[src/rtl/ctrl_pkg.sv]
// Shared types and constants for the multicycle controller: FSM states, ALU
// select codes, ARM condition codes, instruction classes and the condition check.
package ctrl_pkg;

  typedef enum logic [3:0] {
    FETCH, DECODE, MEMADR, MEMREAD, MEMWB, MEMWRITE,
    EXECUTER, EXECUTEI, ALUWB, BRANCH
  } state_t;

  localparam logic [1:0] ALU_ADD = 2'b00;
  localparam logic [1:0] ALU_SUB = 2'b01;
  localparam logic [1:0] ALU_AND = 2'b10;
  localparam logic [1:0] ALU_ORR = 2'b11;

  localparam logic [3:0] CMD_ADD = 4'b0100;
  localparam logic [3:0] CMD_SUB = 4'b0010;
  localparam logic [3:0] CMD_AND = 4'b0000;
  localparam logic [3:0] CMD_ORR = 4'b1100;

  localparam logic [1:0] OP_DP    = 2'b00;
  localparam logic [1:0] OP_MEM   = 2'b01;
  localparam logic [1:0] OP_BR    = 2'b10;
  localparam logic [1:0] OP_UNDEF = 2'b11;

  localparam logic [3:0] COND_EQ = 4'b0000;
  localparam logic [3:0] COND_NE = 4'b0001;
  localparam logic [3:0] COND_CS = 4'b0010;
  localparam logic [3:0] COND_CC = 4'b0011;
  localparam logic [3:0] COND_MI = 4'b0100;
  localparam logic [3:0] COND_PL = 4'b0101;
  localparam logic [3:0] COND_VS = 4'b0110;
  localparam logic [3:0] COND_VC = 4'b0111;
  localparam logic [3:0] COND_HI = 4'b1000;
  localparam logic [3:0] COND_LS = 4'b1001;
  localparam logic [3:0] COND_GE = 4'b1010;
  localparam logic [3:0] COND_LT = 4'b1011;
  localparam logic [3:0] COND_GT = 4'b1100;
  localparam logic [3:0] COND_LE = 4'b1101;
  localparam logic [3:0] COND_AL = 4'b1110;

  // flags = {N, Z, C, V}
  function automatic logic cond_check(input logic [3:0] cond, input logic [3:0] flags);
    logic n, z, c, v;
    {n, z, c, v} = flags;
    case (cond)
      COND_EQ: cond_check = z;
      COND_NE: cond_check = ~z;
      COND_CS: cond_check = c;
      COND_CC: cond_check = ~c;
      COND_MI: cond_check = n;
      COND_PL: cond_check = ~n;
      COND_VS: cond_check = v;
      COND_VC: cond_check = ~v;
      COND_HI: cond_check = c & ~z;
      COND_LS: cond_check = ~c | z;
      COND_GE: cond_check = ~(n ^ v);
      COND_LT: cond_check = n ^ v;
      COND_GT: cond_check = ~z & ~(n ^ v);
      COND_LE: cond_check = z | (n ^ v);
      COND_AL: cond_check = 1'b1;
      default: cond_check = 1'b0;
    endcase
  endfunction

endpackage

[src/rtl/cond_unit.sv]
// Flags register and condition evaluation; cond_q holds the pass/fail of the
// instruction in flight. Built only with MULTICYCLE_CTRL_COND_EXEC_EN, else cond_q=1.
module cond_unit
  import ctrl_pkg::*;
(
  input  logic       clk,
  input  logic       reset,
  input  logic [3:0] Cond,
  input  logic [3:0] ALUFlags,
  input  logic [1:0] flag_w,
  input  logic       decode,
  input  logic       execute,
  output logic       cond_q
);

`ifdef MULTICYCLE_CTRL_COND_EXEC_EN
  logic [3:0] flags;

  always_ff @(posedge clk or negedge reset) begin
    if (!reset) begin
      flags  <= '0;
      cond_q <= 1'b0;
    end else begin
      if (decode) cond_q <= cond_check(Cond, flags);
      if (execute && cond_q) begin
        if (flag_w[1]) flags[3:2] <= ALUFlags[3:2];
        if (flag_w[0]) flags[1:0] <= ALUFlags[1:0];
      end
    end
  end
`else
  logic unused_cond;
  assign unused_cond = ^{clk, reset, Cond, ALUFlags, flag_w, decode, execute};
  assign cond_q      = 1'b1;
`endif

endmodule

[src/rtl/multicycle_ctrl.sv]
// Multicycle ARM-subset control unit: Moore FSM, ALU decode and write gating.
// Conditional execution is enabled by defining MULTICYCLE_CTRL_COND_EXEC_EN.
module multicycle_ctrl
  import ctrl_pkg::*;
(
  input  logic       clk,
  input  logic       reset,
  input  logic [3:0] Cond,
  input  logic [1:0] Op,
  input  logic [5:0] Funct,
  input  logic [3:0] Rd,
  input  logic [3:0] ALUFlags,
  output logic       PCWrite,
  output logic       IRWrite,
  output logic       MemWrite,
  output logic       RegWrite,
  output logic       AdrSrc,
  output logic       ALUSrcA,
  output logic [1:0] ALUSrcB,
  output logic [1:0] ResultSrc,
  output logic [1:0] ALUControl,
  output logic [1:0] ImmSrc,
  output logic [1:0] RegSrc
);

  state_t     state, state_n;
  logic       run;
  logic       irw, nextpc, regw, memw, branch, aluop, pcs, cond_q;
  logic [1:0] flag_w;

  // run is cleared asynchronously by reset and set on the first edge after
  // release, so FETCH is held one edge and all enables are masked in reset.
  always_ff @(posedge clk or negedge reset) begin
    if (!reset) begin
      state <= FETCH;
      run   <= 1'b0;
    end else begin
      state <= state_n;
      run   <= 1'b1;
    end
  end

  always_comb begin
    state_n = state;
    case (state)
      FETCH:    if (run) state_n = DECODE;
      DECODE: begin
        case (Op)
          OP_MEM:  state_n = MEMADR;
          OP_DP:   state_n = Funct[5] ? EXECUTEI : EXECUTER;
          OP_BR:   state_n = BRANCH;
          default: state_n = FETCH;
        endcase
      end
      MEMADR:   state_n = Funct[0] ? MEMREAD : MEMWRITE;
      MEMREAD:  state_n = MEMWB;
      EXECUTER: state_n = ALUWB;
      EXECUTEI: state_n = ALUWB;
      default:  state_n = FETCH;
    endcase
  end

  always_comb begin
    irw       = 1'b0;
    nextpc    = 1'b0;
    regw      = 1'b0;
    memw      = 1'b0;
    branch    = 1'b0;
    aluop     = 1'b0;
    AdrSrc    = 1'b0;
    ALUSrcA   = 1'b0;
    ALUSrcB   = 2'b00;
    ResultSrc = 2'b00;
    case (state)
      FETCH: begin
        irw = 1'b1; nextpc = 1'b1; ALUSrcA = 1'b1; ALUSrcB = 2'b10; ResultSrc = 2'b10;
      end
      DECODE: begin
        ALUSrcA = 1'b1; ALUSrcB = 2'b10; ResultSrc = 2'b10;
      end
      MEMADR:   ALUSrcB = 2'b01;
      MEMREAD:  AdrSrc = 1'b1;
      MEMWB:    begin ResultSrc = 2'b01; regw = 1'b1; end
      MEMWRITE: begin AdrSrc = 1'b1; memw = 1'b1; end
      EXECUTER: aluop = 1'b1;
      EXECUTEI: begin ALUSrcB = 2'b01; aluop = 1'b1; end
      ALUWB:    regw = 1'b1;
      BRANCH:   begin ALUSrcB = 2'b01; ResultSrc = 2'b10; branch = 1'b1; end
      default:  ;
    endcase
  end

  always_comb begin
    ALUControl = ALU_ADD;
    flag_w     = '0;
    if (aluop) begin
      case (Funct[4:1])
        CMD_SUB: ALUControl = ALU_SUB;
        CMD_AND: ALUControl = ALU_AND;
        CMD_ORR: ALUControl = ALU_ORR;
        default: ALUControl = ALU_ADD;
      endcase
      flag_w[1] = Funct[0];
      flag_w[0] = Funct[0] & ((Funct[4:1] == CMD_ADD) | (Funct[4:1] == CMD_SUB));
    end
  end

  cond_unit u_cond (
    .clk      (clk),
    .reset    (reset),
    .Cond     (Cond),
    .ALUFlags (ALUFlags),
    .flag_w   (flag_w),
    .decode   (state == DECODE),
    .execute  ((state == EXECUTER) || (state == EXECUTEI)),
    .cond_q   (cond_q)
  );

  assign pcs      = ((Rd == 4'hF) & regw) | branch;
  assign PCWrite  = run & (nextpc | (pcs & cond_q));
  assign IRWrite  = run & irw;
  assign RegWrite = run & regw & cond_q;
  assign MemWrite = run & memw & cond_q;
  assign ImmSrc   = Op;
  assign RegSrc   = {(Op == OP_MEM) & ~Funct[0], Op == OP_BR};

endmodule

[config.mk]
export PLATFORM = sky130hd
export DESIGN_NAME = multicycle_ctrl
export DESIGN_NICKNAME = d
export VERILOG_FILES = /design/src/rtl/ctrl_pkg.sv /design/src/rtl/cond_unit.sv /design/src/rtl/multicycle_ctrl.sv
export SDC_FILE = /design/constraint.sdc
export NUM_CORES = 1
export LEC_CHECK = 0
export ABC_CLOCK_PERIOD_IN_PS = 1670
export BUFFER_PORTS_ARGS = -buffer_cell sky130_fd_sc_hd__clkbuf_2
export CORE_AREA = 10 10 47 49
export DETAILED_ROUTE_END_ITERATION = 10
export DIE_AREA = 0 0 57 59
export HOLD_SLACK_MARGIN = 0.12
export PLACE_DENSITY_LB_ADDON = 0.25
export RECOVER_POWER = 50
export SETUP_SLACK_MARGIN = 0.5
export SLEW_MARGIN = 20
export SYNTH_ARGS = -nofsm -noshare
export SYNTH_HDL_FRONTEND = slang
export SYNTH_SLANG_ARGS = --single-unit
[constraint.sdc]
create_clock -name clk -period 1.67 [get_ports clk]
set_input_delay 0.0835 -clock clk [delete_from_list [all_inputs] [get_ports clk]]
set_output_delay 0.0835 -clock clk [all_outputs]
set_load 0.005 [all_outputs]
==> out/qor.yml <==
run:
  max_cap_viol_count: 0
power_and_ir_drop:
  peakVddDrop_mv: 0.9868
  power.leakage_nw: 0.4463
  power_density_mw_per_mm2: 1845
sta:
  tns_ns: 0
  fin_skew_ns: 0.0003063
  fin_ws_ns: 0.1713
  setup_violations: 0
  hold_viol_final: 0
  max_clock_freq_mhz: 667.3
  rsz0062_at_grt: "true"
  holdWs_ns: 0.1857
  fin_crit_ns: 1.499
  maxSlewViolCount: 0
  fin_crit_sh_pct: 89.74
cts:
  cts_made_buffers: 3
  cts_sinks: 5
  cts_tree: "built"
  clock_latency_ns: 0.23
  h-tree-depth: 1
  clock_path_buffers: 2
  cts_root_buffer: "clkbuf_4"
  path_clk_slew_ns: 0.04
placement:
  io_buffer_count: 29
  dp_hpwl_mm: 1.045
  placed_cells: 100
  post-place-ws_ns: 0.3517
  place_congestion: 0.8018
die:
  io_pins: 38
  initial_core_util_pct: 32.23
  die_area_mm2: 0.003363
  die_w_um: 57
  die_height_um: 59
  core_mm2: 0.001401
  row_count: 14
setup_path:
  path_class: "register to output pin"
  crit_path_cell_trace: "nand2b_4 > or3b_4 > nor3_2 > buf_2"
  worstPathMaxFanout: 2
  cp-end-kind: "output pin"
  crit_arrival_ns: 1.42
  critPathSlowestCell: "or3b_4"
  required_ns: 1.59
  crit_path_start_kind: "register"
  crit_path_max_incr_delay_ns: 0.39
layout:
  area_growth_pct: 114.4
  antenna_cells: 0
  final_layout_size_suffix_gt1_share_pct: 67.59
  nets: 131
  stdcell_count: 124
yosys:
  synth_cell_type_count: 27
  yosys_most_used_dff: "dfrtp_1"
  async_reset_ff_share_pct: 100.0
  synthDominantCellAreaShare_pct: 27.70
  synth_area_leaders: "dfrtp_1, nand2b_1, nor3_1"
  yosysSeqAreaShare_pct: 27.70
  synth-seq-cells: 5
  postSynthCellCount: 59
  avgSynthCellArea_um2: 7.656
  netlist_top_cells_count: "nor2_1, nor3_1, dfrtp_1, nand2b_1"
  synth_area_um2: 451.7
  ys_warn_count: 0
  synth_fp_nets: 81
  synth-edff-count: 0
  synth_top_area_cell: "dfrtp_1"
drt:
  drt_wl_total_mm: 1.904
  vias: 606
  post_drt_wl_per_cell_um: 15.35
  drtPass1Iterations: 4
  drt_iter0_markers: 2
  ant_nets: 0
  viasPerCell: 4.887
  drc: 0
outcome:
  status: "finished clean"
grt:
  grt_overflow: 0
  antenna_found_initial: 0
  grt.total_usage_pct: 10.14
  grt_max_degree: 9
  grt_pass1_wl_mm: 2.746
  grt_pass1_vias: 607
hold_path:
  hp-class: "input pin to register"
## cell type report
type                            instances  area [um^2]
Timing Repair Buffer                   52        395.4
Multi-Input combinational cell         46        396.6
Inverter                                1        3.754
Tap cell                               16        20.02
Clock buffer                            4        26.28
Sequential cell                         5        126.4
Fill cell                             114        432.9
## critical path: cells and delay by family (launching register included)
kind | cells | cell delay, ns
buffers and inverters | 1 | 0.13
flip-flops | 1 | 0.37
AND/OR/NAND/NOR | 3 | 0.68
## cells in the final DEF (no fill, tap or decap), drive strengths merged
cell	n
buf	32
nand2b	5
xor2	1
nor2b	2
nor2	6
or3	1
nand4	1
nor3b	1
xnor2	2
or3b	2
nand2	4
o21ai	2
o22ai	1
a21oi	3
dfrtp	5
nand3b	1
dlygate4sd3	1
o22a	1
inv	1
and4	1
clkbuf	23
o32a	1
nand3	1
conb	1
a211oi	1
nor3	8
## cells by family (layout without fill, tap and decap cells)
group | Yosys count | count (layout) | share of synthesized area (%)
AND/OR/NAND/NOR | 33 | 33 | 42.11
AO/OA/AOI/OAI | 9 | 9 | 12.74
buffers and inverters | 8 | 57 | 10.80
flip-flops | 5 | 5 | 27.70
XOR/XNOR | 3 | 3 | 5.818
other | 1 | 1 | 0.8302
## worst paths after layout
path                       slack (ns)  cells after the start             to  startpoint
hold / removal                   0.19                      3       state[2]    Funct[0]
max in group asynchronous        1.23                      2       state[1]       reset
min in group asynchronous        0.22                      2       state[3]       reset
setup reg to reg                 0.35                      7       state[3]    state[2]
hold reg to reg                  0.70                      2       state[2]    state[0]
setup / recovery                 0.17                      4  ALUControl[1]    state[3]
## state kept, by name, indices dropped and copies added, names as in the netlist
signal,flops
state,4
run,1
## per-layer routing
metal | share of wire (%) | track usage, %
met5 | 0 | 0
met4 | 0.42 | 6.376
met2 | 58 | 19.38
met1 | 35 | 9.443
met3 | 6.2 | 2.361
## power breakdown
group | internal, mW | switching, mW
Sequential | 0.168 | 0.0688
Combinational | 0.838 | 0.577
Clock | 0.0900 | 0.0441
## stage by stage
stage | util, % | instance area (um^2) | power [mW]
final | 69.11 | 968.4 | 1.786
after global routing | 69.11 | 968.4 | 1.920
after detailed placement | 42.41 | 594.3 | 0.8444
after global placement | 42.41 | 594.3 | 0.8414
after floorplan | - | 451.7 | 0.6432
after CTS | 62.95 | 882.1 | 1.553
## repair_timing
item | in CTS | in global routing
gates resized for setup | 28 | 24
pin swaps | 7 | 9
setup buffers | 12 | 6
gates cloned | 1 | 0
endpoints found under the setup margin | 13 | 16
endpoints found under the hold margin | 5 | 0
hold buffers | 1 | 0
No activity file was read; power rests on OpenSTA's default activity.
